$ cat src/rtl/fbuf_port_arbiter.sv
// Single-port frame-buffer arbiter: the display reader always owns the RAM slot,
// and camera writes queue in a small FIFO that drains whenever no read is requested.
module fbuf_port_arbiter #(
    parameter int ADDR_W  = 19,
    parameter int DATA_W  = 12,
    parameter int FIFO_AW = 3
) (
    input  logic               clk,
    input  logic               rstn,
    input  logic               flush,
    input  logic               rd_req,
    input  logic [ADDR_W-1:0]  rd_addr,
    output logic               rd_valid,
    output logic [DATA_W-1:0]  rd_data,
    input  logic               wr_valid,
    input  logic [ADDR_W-1:0]  wr_addr,
    input  logic [DATA_W-1:0]  wr_data,
    output logic               wr_ready,
    output logic               mem_en,
    output logic               mem_we,
    output logic [ADDR_W-1:0]  mem_addr,
    output logic [DATA_W-1:0]  mem_wdata,
    input  logic [DATA_W-1:0]  mem_rdata,
    output logic [FIFO_AW:0]   fifo_level,
    output logic [15:0]        stall_cnt
);
    localparam int DEPTH = 1 << FIFO_AW;

    typedef enum logic [1:0] {GRANT_IDLE, GRANT_READ, GRANT_WRITE} grant_t;

    logic [ADDR_W-1:0] fifo_addr [DEPTH];
    logic [DATA_W-1:0] fifo_data [DEPTH];
    logic [FIFO_AW:0]  wptr;
    logic [FIFO_AW:0]  rptr;
    logic              full;
    logic              empty;
    logic              push;
    logic              pop;
    logic              rd_pend;
    grant_t            grant;

    assign full       = (wptr[FIFO_AW] != rptr[FIFO_AW]) &&
                        (wptr[FIFO_AW-1:0] == rptr[FIFO_AW-1:0]);
    assign empty      = (wptr == rptr);
    assign wr_ready   = !full;
    assign fifo_level = wptr - rptr;

    // A write accepted during flush is dropped, and flush also blocks the pop.
    assign push = wr_valid && !full && !flush;
    assign pop  = !rd_req && !empty && !flush;

    always_comb begin
        grant = GRANT_IDLE;
        if (rd_req)
            grant = GRANT_READ;
        else if (pop)
            grant = GRANT_WRITE;
    end

    always_ff @(posedge clk) begin
        if (push) begin
            fifo_addr[wptr[FIFO_AW-1:0]] <= wr_addr;
            fifo_data[wptr[FIFO_AW-1:0]] <= wr_data;
        end
    end

    always_ff @(posedge clk or negedge rstn) begin
        if (!rstn) begin
            wptr <= '0;
            rptr <= '0;
        end else begin
            if (push)
                wptr <= wptr + 1'b1;
            if (flush)
                rptr <= wptr;
            else if (pop)
                rptr <= rptr + 1'b1;
        end
    end

    // RAM port registers; address and write data hold their last value when idle.
    always_ff @(posedge clk or negedge rstn) begin
        if (!rstn) begin
            mem_en    <= 1'b0;
            mem_we    <= 1'b0;
            mem_addr  <= '0;
            mem_wdata <= '0;
        end else begin
            case (grant)
                GRANT_READ: begin
                    mem_en   <= 1'b1;
                    mem_we   <= 1'b0;
                    mem_addr <= rd_addr;
                end
                GRANT_WRITE: begin
                    mem_en    <= 1'b1;
                    mem_we    <= 1'b1;
                    mem_addr  <= fifo_addr[rptr[FIFO_AW-1:0]];
                    mem_wdata <= fifo_data[rptr[FIFO_AW-1:0]];
                end
                default: begin
                    mem_en <= 1'b0;
                    mem_we <= 1'b0;
                end
            endcase
        end
    end

    always_ff @(posedge clk or negedge rstn) begin
        if (!rstn) begin
            rd_pend  <= 1'b0;
            rd_valid <= 1'b0;
            rd_data  <= '0;
        end else begin
            rd_pend  <= mem_en && !mem_we;
            rd_valid <= rd_pend;
            if (rd_pend)
                rd_data <= mem_rdata;
        end
    end

    always_ff @(posedge clk or negedge rstn) begin
        if (!rstn)
            stall_cnt <= '0;
        else if (flush)
            stall_cnt <= '0;
        else if (wr_valid && full && stall_cnt != 16'hFFFF)
            stall_cnt <= stall_cnt + 16'd1;
    end

endmodule
$ cat config.mk
export PLATFORM = sky130hd
export DESIGN_NAME = fbuf_port_arbiter
export DESIGN_NICKNAME = d
export VERILOG_FILES = /design/src/rtl/fbuf_port_arbiter.sv
export SDC_FILE = /design/constraint.sdc
export NUM_CORES = 1
export LEC_CHECK = 0
export ABC_AREA = 0
export ABC_CLOCK_PERIOD_IN_PS = 6500
export BUFFER_PORTS_ARGS = -buffer_cell sky130_fd_sc_hd__clkbuf_2
export CORE_AREA = 2 2 151 153
export CTS_BUF_LIST = sky130_fd_sc_hd__clkbuf_4 sky130_fd_sc_hd__clkbuf_8 sky130_fd_sc_hd__clkbuf_16
export DETAILED_ROUTE_END_ITERATION = 10
export DIE_AREA = 0 0 153 155
export PLACE_DENSITY = 0.76
export SLEW_MARGIN = 25
export SYNTH_ARGS = -nofsm -noshare
export SYNTH_HDL_FRONTEND = slang
export SYNTH_SLANG_ARGS = --single-unit
$ cat constraint.sdc
create_clock -name clk -period 6.5 [get_ports clk]
set_clock_uncertainty 0.15 [all_clocks]
set_input_delay 0 -clock clk [delete_from_list [all_inputs] [get_ports clk]]
set_output_delay 0 -clock clk [all_outputs]
set_load 0.02 [all_outputs]
# Word level (Yosys, flattened, before mapping)
# Memory sizes are Yosys's and may differ from the RTL's. A register that Yosys moved wholly into a read port is not among the register bits.
# Index checks and enable logic that the tools add are counted.
# classes
add_sub_neg,4
mul,0
n_div,0
magnitude_cmp,0
eq_ne,6
shifts,0
muxes,11
n_bitwise,0
n_reduce_logical,18
# op_table
op,count
$pmux W19 S2,1
$mux W16,2
$add A16 B1 Y16 const B,1
$ne A16 B16 Y1 const B,1
$add A4 B1 Y4 const B,2
$logic_and A1 B1 Y1,8
$mux W4,2
$logic_not A1 Y1,6
$reduce_bool A2 Y1,3
$eq A4 B4 Y1,1
$mux W1,4
$mux W2,2
$sub A4 B4 Y4,1
$eq A3 B3 Y1,1
$eq A2 B1 Y1 const B,1
$eq A2 B2 Y1 const B,1
$reduce_or A2 Y1,1
$ne A1 B1 Y1,1
# word_totals
register_bits,59
latch_bits,0
mem_bits_rw,248
rom_bits,0
input_bits,67
output_inout_bits,67
word_cells,50
memories,2
# mem_list
memory,words,width,read_ports,rd_clocked_by_memory_dff,wr,line,rtl
fifo_addr,8,19,1,0,1,31,logic [ADDR_W-1:0] fifo_addr [DEPTH];
fifo_data,8,12,1,1,1,32,logic [DATA_W-1:0] fifo_data [DEPTH];

# Longest topological paths before layout
# Gate-level depths: netlist of the first run.
# logic_depth
word_depth,9
ltp_mapped,10
mapped_depth_nobuf,6

# Least setup slack after synthesis of the first run
# OpenSTA, ideal clock, no wires.
# synth_path
path_kind,register -> register
from,register rptr[1]
to,memory fifo_addr[0][0] (enable)
setup_ps,458
arrival_ps,4376
required_ps,5892
path_slack_ps,1516
path_stages_with_launch,10
path_buffers,3
synth_period_minus_slack_ps,4984
cell_sequence,dfrtp_1 -> clkbuf_1 -> buf_1 -> inv_1 -> ha_1 -> and3_1 -> buf_2 -> a21oi_1 -> nand2_1 -> nor3_1
# synth_between
elab_chain_len,7
# synth_rtl
element,line,rtl
"start, declared",34,logic [FIFO_AW:0] rptr;
"start signal, assigned",75,rptr <= wptr;
"start signal, assigned",77,rptr <= rptr + 1'b1;
$eq A3 B3 Y1,43,(wptr[FIFO_AW-1:0] == rptr[FIFO_AW-1:0]);
$logic_and A1 B1 Y1,42,assign full = (wptr[FIFO_AW] != rptr[FIFO_AW]) &&
$logic_not A1 Y1,49,assign push = wr_valid && !full && !flush;
$logic_and A1 B1 Y1 (2 in series),49,
$mux W1,61,if (push) begin
$mux W1 (not written as such),62,fifo_addr[wptr[FIFO_AW-1:0]] <= wr_addr;
"end, declared",31,
# Every way passes these cells.

# Final worst setup path of the first run
# layout_path
from,register rptr[2]
to,memory fifo_addr[0][9] (enable)
# Same word-level chain as after synthesis.

==> results.py, run 1 <==
metrics = {
    "die": {
        "die_x_um": 153,
        "dieArea_um2": 23700,
        "die_h_um": 155,
        "boundaryPins": 134,
        "start_util_pct": 56.7,
        "core_um2": 22200,
        "num_rows": 55,
    },
    "routing": {
        "drtIter0Drc": 582,
        "firstDrtPassIters": 5,
        "wl_per_cell_um": 21.6,
        "drcViolationCount": 0,
        "ant_nets": 0,
        "vias": 7319,
        "wl_um": 26700,
        "viasPerCell": 5.91,
    },
    "finish": {
        "syn_to_final_growth_pct": 22.1,
        "layout_common_cells": "edfxtp_1, clkbuf_2, nand2_1",
        "nets": 1001,
        "num-fill-cells": 1384,
        "ff_latch_area_um2": 9230,
        "multi_input_area_um2": 3220,
        "drive_gt1_share_pct": 31.6,
        "layout_commonest_cell": "edfxtp_1",
    },
    "grt": {
        "grt_max_degree": 72,
        "grt_pass1_wl_um": 41600,
        "grt_pass1_vias": 7458,
        "antenna_found_initial": 1,
        "track_usage_pct": 22.4,
        "grt_overflow_total": 0,
    },
    "logic_synthesis": {
        "synthArstFlopShare_pct": 22.3,
        "ys_seq_area_share_pct": 73.1,
        "synth_warnings": 0,
        "synth.avg_cell_area_um2": 17.5,
        "netlist_instances": 720,
        "syn_nets": 794,
        "syn-cell-area_um2": 12600,
        "synth_edf_count": 248,
        "synth-seq-cells": 319,
        "synth_ff_type": "edfxtp_1",
        "yosys.area.top_type": "edfxtp_1",
        "synth.distinct_cells": 40,
        "synth_top_area_share_pct": 59.0,
        "yosys-top-cells-area": "edfxtp_1, dfrtp_1, mux4_2",
    },
    "sta": {
        "tightest_slew_ns": 0.982,
        "finalCritPeriodShare_pct": 67.3,
        "finalHoldViolCount": 0,
        "fmax_mhz": 229,
        "period_needed_ns": 4.37,
        "rsz0062_at_grt": "false",
        "report.final.slew_viol_count": 0,
        "setup_tns_ns": 0,
        "slew_headroom_pct": 34.4,
        "setup_viol": 0,
        "fin_ws_ns": 2.13,
    },
    "clocking": {
        "htreeDepth": 1,
        "numCtsBuffers": 31,
        "clk_latency_ns": 0.55,
        "clock-root-buffer": "clkbuf_16",
        "cts_sinks": 319,
        "cts_tree": "built",
        "clk_pin_slew_ns": 0.06,
        "cts_buffer_depth": 3,
        "cts_setup_buffers": 0,
    },
    "place": {
        "preCtsSetupSlack_ns": 2.19,
        "place.gp.congestion": 0.766,
        "dp_hpwl_um": 15000,
        "port-buffer-count": 133,
    },
    "power_and_ir_drop": {
        "pwr-share-seq_pct": 42.8,
        "sw_frac_of_total_pct": 31.2,
        "p_leak_nw": 5.59,
        "power.clock.fraction_pct": 28.5,
        "p_switching_mw": 1.91,
        "power_density_nw_per_um2": 398,
        "p_int_mw": 4.22,
        "combPwrFrac_pct": 28.7,
        "ir_drop_v": 0.000271,
    },
    "worst_setup_path": {
        "worstPathArrival_ns": 4.45,
        "worstSetupEndpointType": "flip-flop",
        "critPathRequiredTime_ns": 6.57,
        "path_class": "reg2reg",
        "crit_path_start_kind": "flip-flop",
        "path_max_fanout": 34,
    },
    "worst_hold_path": {
        "hold_path.class": "in2reg",
    },
    "flow_run": {
        "max_cap_violations": 0,
    },
    "run_status": {
        "status": "complete, no violations",
    },
}
## logic make-up (layout without fill, tap and decap cells)
family,after synthesis,after routing,share of synthesized area (%)
AOI/OAI and AO/OA,75,75,3.92
adders and majority gates,7,7,0.754
DFF,319,319,73.1
muxes,85,85,13.1
buffers and inverters,52,284,1.76
xor gates and xnor gates,10,10,0.694
and+or+nand+nor,172,172,6.64
other,0,1,0
## metal layers
metal,track usage (%),wire length [um],part of all wire [%]
met1,31.5,11200,42
met2,37.4,13300,50
met3,4.01,1780,6.7
met4,5.16,439,1.6
met5,0,0,0
## path summary, 6_finish.rpt
| kind | from | end | slack, ns | cells past startpoint |
|---|---|---|---|---|
| max | rptr[2]$_DFFE_PN0P_ | fifo_addr[0][9]$_DFFE_PP_ | 2.13 | 9 |
| min | mem_rdata[1] | rd_data[1]$_DFFE_PN0P_ | 0.08 | 3 |
| max reg2reg | rptr[2]$_DFFE_PN0P_ | fifo_addr[0][9]$_DFFE_PP_ | 2.13 | 9 |
| min reg2reg | mem_we$_DFF_PN0_ | rd_pend$_DFF_PN0_ | 0.29 | 1 |
| max in group asynchronous | rstn | rptr[0]$_DFFE_PN0P_ | 5.20 | 3 |
| min in group asynchronous | rstn | rd_data[9]$_DFFE_PN0P_ | 0.45 | 3 |
## power by group through the flow
stage          clock network, mW  logic (mW)  registers (mW)
2_1_floorplan                  0        1.10            2.74
3_3_place_gp                   0        1.68            2.64
3_5_place_dp                   0        1.70            2.66
4_1_cts                     1.76        1.76            2.63
5_1_grt                     1.85        1.90            2.66
6_report                    1.75        1.76            2.63
## cell type report
class,count,share of cell area (%)
timing repair buffer,215,10.1
sequential,319,59.9
tap,285,2.31
clock inverter,17,0.926
multi-input combinational,349,20.9
clock buffer,41,5.52
inverter,11,0.268
antenna,1,0.0162
## cells in the mapped netlist (all sizes together), types with 10 or more instances
cell type,n
nand2,76
nor2b,29
mux2,22
nor4,10
mux4,62
a31oi,31
clkbuf,25
edfxtp,248
a211oi,22
nor2,27
inv,11
dfrtp,71
buf,16
## through the flow
step	std cells	utilization [%]	total power [mW]	cell area, um^2	hold slack (ns)
after global placement	1107	61.2	4.32	13600	0.0517
final	1238	69.3	6.13	15400	0.0794
after global routing	1238	69.3	6.41	15400	0.0807
after floorplan	720	-	3.84	12600	-0.446
after CTS	1230	68.6	6.15	15200	0.0279
after detailed placement	1107	61.2	4.37	13600	0.0722
## timing repair
| action | CTS | global route |
|---|---|---|
| hold buffers | 65 | 2 |
| resized for setup | 0 | 0 |
| hold endpoints to repair | 362 | 49 |
## sequential cells by signal (all words and copies together) (netlist names)
signal	flops
stall_cnt	16
fifo_addr	152
rd_data	12
mem_addr	19
wptr	4
mem_en	1
mem_we	1
rd_valid	1
rd_pend	1
rptr	4
mem_wdata	12
fifo_data	96
## critical path: stages, from the launching register on
cell,delay (ns)
dfrtp_1,0.36
buf_4,0.27
inv_1,0.10
buf_4,0.37
ha_1,0.35
and3_1,0.27
a21oi_1,0.54
nand2_1,0.35
nor3_2,0.78
buf_4,0.48
Power figures use the tool's default switching activity.
==> run 2: changes to the inputs <==
- ABC_AREA: 0 -> 1
- ABC_CLOCK_PERIOD_IN_PS: 6500 -> 4520
- CORE_AREA: 2 2 151 153 -> 2 2 152 154
- DIE_AREA: 0 0 153 155 -> 0 0 154 156
- PLACE_DENSITY: 0.76 -> 0.77
- clock period: 6.5 -> 4.52 ns (I/O delays scaled with it)
==> results.py, run 2 <==
metrics = {
    "logic_synthesis": {
        "synth_common_cells": "edfxtp_1, nor2_1, nand2_1, o21ai_0, dfrtp_1",
        "synthXorXnorAreaFrac_pct": 0.870,
        "synth_top_family_by_area": "simple AND/OR/NAND/NOR gates",
        "yosysMostFrequentCell": "edfxtp_1",
        "yosys-top-cells-area": "edfxtp_1, dfrtp_1, o21ai_0",
        "synth-seq-cells": 319,
        "syn_nets": 1151,
        "synth_edf_count": 248,
        "synthMuxAreaShare_pct": 2.67,
        "netlist_instances": 1077,
        "ys_seq_area_share_pct": 70.5,
        "synth.distinct_cells": 33,
        "synth_top_area_share_pct": 56.9,
        "synth.avg_cell_area_um2": 12.1,
        "synth_adder_area_share_pct": 0.727,
        "syn-cell-area_um2": 13100,
        "yosys.area.top_type": "edfxtp_1",
        "synth_ff_type": "edfxtp_1",
        "synth_compound_area_share_pct": 9.50,
        "synthArstFlopShare_pct": 22.3,
        "yosys.area_share.simple_pct": 12.4,
        "synth_warnings": 0,
    },
    "worst_setup_path": {
        "crit_path_start_kind": "flip-flop",
        "worstPathArrival_ns": 3.67,
        "critPathRequiredTime_ns": 4.57,
        "worstSetupEndpointType": "flip-flop",
        "path_class": "reg2reg",
        "path_max_fanout": 26,
    },
    "place": {
        "dp_hpwl_um": 16300,
        "dp_cells": 1456,
        "place.gp.congestion": 0.820,
        "preCtsSetupSlack_ns": 0.967,
        "port-buffer-count": 133,
        "place_area_um2": 14100,
    },
    "die": {
        "core_um2": 22400,
        "start_util_pct": 58.5,
        "die_x_um": 154,
        "dieArea_um2": 24000,
        "die_h_um": 156,
        "boundaryPins": 134,
        "num_rows": 55,
    },
    "finish": {
        "layout_common_cells": "edfxtp_1, nor2_1, nand2_1",
        "num-fill-cells": 1498,
        "largest_register_ffs": 152,
        "diodes": 0,
        "nets": 1343,
        "final_cells": 1578,
        "final_util_pct": 70.7,
        "drive_gt1_share_pct": 20.4,
        "layout_commonest_cell": "edfxtp_1",
        "syn_to_final_growth_pct": 20.9,
        "finish.instance_area_um2": 15800,
    },
    "flow_run": {
        "max_cap_violations": 0,
    },
    "grt": {
        "grt_max_degree": 96,
        "track_usage_pct": 24.1,
        "antenna_found_initial": 0,
        "grt_overflow_total": 0,
        "grt_pass1_wl_um": 45500,
        "grt_pass1_vias": 8638,
    },
    "power_and_ir_drop": {
        "sw_frac_of_total_pct": 34.3,
        "p_int_mw": 6.12,
        "combPwrFrac_pct": 30.1,
        "ir_drop_v": 0.000453,
        "power.clock.fraction_pct": 29.1,
        "power_density_nw_per_um2": 589,
        "p_switching_mw": 3.19,
        "pwr-share-seq_pct": 40.8,
        "p_leak_nw": 6.10,
    },
    "sta": {
        "fin_hold_ws_ns": 0.0466,
        "period_needed_ns": 3.62,
        "finalHoldViolCount": 0,
        "finalCritPeriodShare_pct": 80.1,
        "rsz0062_at_grt": "false",
        "fin_ws_ns": 0.900,
        "tightest_slew_ns": 0.931,
        "report.final.slew_viol_count": 0,
        "setup_viol": 0,
        "fmax_mhz": 276,
        "slew_headroom_pct": 37.9,
    },
    "clocking": {
        "cts_sinks": 319,
        "cts_setup_buffers": 0,
        "clock-root-buffer": "clkbuf_16",
        "ctsResizeCount": 0,
        "clk_pin_slew_ns": 0.06,
        "cts_tree": "built",
        "cts_hold_buf": 65,
        "numCtsBuffers": 30,
        "clk_latency_ns": 0.56,
        "htreeDepth": 1,
        "cts_buffer_depth": 3,
    },
    "routing": {
        "firstDrtPassIters": 5,
        "ant_nets": 0,
        "drtIter0Drc": 744,
        "viasPerCell": 5.68,
        "wl_um": 29000,
        "vias": 8958,
        "drcViolationCount": 0,
        "wl_per_cell_um": 18.4,
    },
    "worst_hold_path": {
        "hold_path.class": "in2reg",
    },
    "run_status": {
        "status": "complete, no violations",
    },
}
-- run 2: logic make-up after synthesis --
group,after synthesis
xor gates and xnor gates,13
muxes,31
and+or+nand+nor,390
AOI/OAI and AO/OA,215
adders and majority gates,7
buffers and inverters,102
DFF,319
-- run 2: area by class of cell --
class	instances	area [um^2]	area share, %
inverters	41	155	0.981
multi-input cells	656	3480	22.0
repair buffers	221	1520	9.59
clock inverters	18	245	1.55
clock buffers	38	841	5.31
well taps	285	357	2.25
flip-flops and latches	319	9230	58.3
-- run 2: worst max-delay path, stage by stage, from the launching register on --
cell	delay, ns
dfrtp_1	0.59
inv_1	0.25
ha_1	0.34
inv_1	0.07
nor2_1	0.07
nand2_1	0.12
nand3_1	0.51
nor3_2	0.65
buf_4	0.50
-- run 2: through the flow --
step,power (mW),setup TNS [ns]
4_1_cts,9.34,0
3_3_place_gp,6.50,0
6_report,9.31,0
2_1_floorplan,5.72,-23.06
3_5_place_dp,6.58,0
5_1_grt,9.81,0
-- run 2: path summary, 6_finish.rpt --
| check | to | depth (start not counted) | slack (ns) | from |
|---|---|---|---|---|
| setup reg to reg | fifo_addr[0][11]$_DFFE_PP_ | 8 | 0.90 | wptr[0]$_DFFE_PN0P_ |
| hold reg to reg | rd_pend$_DFF_PN0_ | 1 | 0.28 | mem_we$_DFF_PN0_ |
| min in group asynchronous | stall_cnt[4]$_DFFE_PN0P_ | 3 | 0.42 | rstn |
| setup / recovery | fifo_addr[0][11]$_DFFE_PP_ | 8 | 0.90 | wptr[0]$_DFFE_PN0P_ |
| max in group asynchronous | rptr[0]$_DFFE_PN0P_ | 3 | 3.26 | rstn |
| hold / removal | mem_en$_DFF_PN0_ | 2 | 0.05 | rd_req |
-- run 2: power by group through the flow --
stage | Sequential (mW) | Combinational (mW) | Clock [mW]
global placement | 3.83 | 2.67 | 0
detailed placement | 3.85 | 2.73 | 0
global route | 3.84 | 3.10 | 2.87
finish | 3.80 | 2.80 | 2.72
floorplan | 3.97 | 1.75 | 0
CTS | 3.79 | 2.81 | 2.75
-- run 2: metal layers --
metal	track usage (%)	wire, um
met1	31.9	12100
met5	0	0
met3	3.50	1720
met2	41.8	14600
met4	7.12	608
==> run 3: changes to the inputs <==
- ABC_CLOCK_PERIOD_IN_PS: 4520 -> 3470
- clock period: 4.52 -> 3.47 ns (I/O delays scaled with it)
==> results.py, run 3 (same netlist as run 2, synthesis figures left out) <==
metrics = {
    "worst_setup_path": {
        "max_stage_delay_ns": 0.61,
        "worstSetupEndpointType": "flip-flop",
        "crit_slowest_cell": "nor3_4",
        "timing.rr.end": "fifo_addr[1][4]$_DFFE_PP_",
        "path_class": "reg2reg",
        "worst-r2r-setup-slack_ns": 0.71,
        "critPathRequiredTime_ns": 3.58,
        "crit_path_start_kind": "flip-flop",
        "r2r_start": "wptr[2]$_DFFE_PN0P_",
        "path_cells": "ha_1 > nand2_1 > nor2_1 > nand2_2 > nand3_1 > nor3_4 > buf_4",
        "r2r_cells": 7,
        "path_max_fanout": 8,
        "worstPathArrival_ns": 2.88,
    },
    "grt": {
        "grt_max_degree": 96,
        "grt_pass1_vias": 9038,
        "grt_overflow_total": 0,
        "grt_pass1_wl_um": 47200,
        "antenna_found_initial": 0,
        "track_usage_pct": 24.9,
    },
    "finish": {
        "syn_to_final_growth_pct": 21.5,
        "multi_input_area_um2": 3520,
        "layout_common_cells": "edfxtp_1, nor2_1, nand2_1",
        "ff_latch_area_um2": 9230,
        "diodes": 0,
        "nets": 1352,
        "num-fill-cells": 1457,
        "final_util_pct": 71.1,
        "drive_gt1_share_pct": 20.8,
        "largest_register_ffs": 152,
        "layout_commonest_cell": "edfxtp_1",
    },
    "die": {
        "start_util_pct": 58.5,
        "die_h_um": 156,
        "boundaryPins": 134,
        "core_um2": 22400,
        "num_rows": 55,
        "die_x_um": 154,
        "dieArea_um2": 24000,
    },
    "power_and_ir_drop": {
        "ir_drop_v": 0.000576,
        "p_leak_nw": 6.14,
        "power_density_nw_per_um2": 762,
        "p_total_mw": 12.1,
    },
    "worst_hold_path": {
        "min_from": "rd_req",
        "hold_end": "mem_en$_DFF_PN0_",
        "hold_path.class": "in2reg",
        "hold_path_depth": 2,
    },
    "sta": {
        "slew_headroom_pct": 39.0,
        "report.final.slew_viol_count": 0,
        "setup_viol": 0,
        "fmax_mhz": 362,
        "finalCritPeriodShare_pct": 79.6,
        "period_needed_ns": 2.76,
        "tightest_slew_ns": 0.915,
        "fin_hold_ws_ns": 0.0691,
        "finalHoldViolCount": 0,
        "rsz0062_at_grt": "false",
    },
    "clocking": {
        "cts_tree": "built",
        "clock-root-buffer": "clkbuf_16",
        "cts_buffer_depth": 3,
        "clk_pin_slew_ns": 0.06,
        "cts_sinks": 319,
        "cts_setup_buffers": 0,
        "htreeDepth": 1,
        "numCtsBuffers": 31,
        "clk_latency_ns": 0.56,
    },
    "routing": {
        "firstDrtPassIters": 5,
        "ant_nets": 0,
        "drcViolationCount": 0,
        "vias": 9040,
        "wl_um": 29800,
        "viasPerCell": 5.69,
        "wl_per_cell_um": 18.8,
        "drtIter0Drc": 850,
    },
    "flow_run": {
        "max_cap_violations": 0,
    },
    "run_status": {
        "status": "complete, no violations",
    },
    "place": {
        "dp_hpwl_um": 17200,
        "place.gp.congestion": 0.814,
        "port-buffer-count": 133,
    },
}
run 3: changes by cell type in the layout (fill, tap and decap cells not counted), sizes merged:
cell,previous run,this run
buf,23,30
clkinvlp,1,2
clkbuf,170,174
dlygate4sd3,66,67
bufinv,6,3
run 3: worst max-delay path by stage:
stage | from | endpoint | slack (ns) | depth (start not counted)
floorplan | rptr[1]$_DFFE_PN0P_ | fifo_addr[0][0]$_DFFE_PP_ | -0.08 | 11
global placement | wptr[2]$_DFFE_PN0P_ | fifo_data[1][2]$_DFFE_PP_ | 0.81 | 7
detailed placement | wptr[2]$_DFFE_PN0P_ | fifo_addr[1][3]$_DFFE_PP_ | 0.74 | 7
CTS | wptr[2]$_DFFE_PN0P_ | fifo_addr[1][6]$_DFFE_PP_ | 0.71 | 7
global route | rptr[0]$_DFFE_PN0P_ | mem_wdata[11]$_DFFE_PN0N_ | 0.55 | 7
finish | wptr[2]$_DFFE_PN0P_ | fifo_addr[1][4]$_DFFE_PP_ | 0.71 | 7
run 3: layout make-up:
cell class / instances / share of cell area (%)
multi-input cells: 656 / 22.1
well taps: 285 / 2.24
flip-flops and latches: 319 / 58.1
repair buffers: 229 / 9.97
inverters: 41 / 0.976
clock inverters: 16 / 1.07
clock buffers: 42 / 5.56
run 3: repair_timing:
action / CTS / global route
endpoints found under the hold margin: 371 / 71
hold buffers: 66 / 1
gates resized for setup: 0 / 0
setup endpoints to repair: 0 / 0
run 3: where the power goes:
part | switching (mW) | internal (mW)
registers | 0.214 | 4.64
logic | 2.64 | 1.22
clock network | 1.39 | 2.01
run 3: metrics by stage:
stage          setup TNS [ns]  setup WS, ns  instance area [um^2]  std cells
2_1_floorplan          -15.42       -0.0785                 13100       1077
3_3_place_gp                0         0.812                 14200       1463
3_5_place_dp                0         0.740                 14200       1463
4_1_cts                     0         0.713                 15900       1587
5_1_grt                     0         0.554                 15900       1588
6_report                    0         0.707                 15900       1588
run 3: critical path, delay by kind of cell, from the launching register on:
family	cells	cell delay (ns)
fa+ha+maj	1	0.37
buf+inv	1	0.27
flops	1	0.44
simple gates	5	1.24
run 3: metal layers:
| layer | track usage [%] | vias to the layer above | share of wire, % |
|---|---|---|---|
| li1 | - | 4242 | - |
| met1 | 32.9 | 4373 | 41 |
| met2 | 43.0 | 366 | 49 |
| met3 | 4.17 | 59 | 7.0 |
| met4 | 6.81 | 0 | 2.2 |
| met5 | 0.828 | - | 0 |
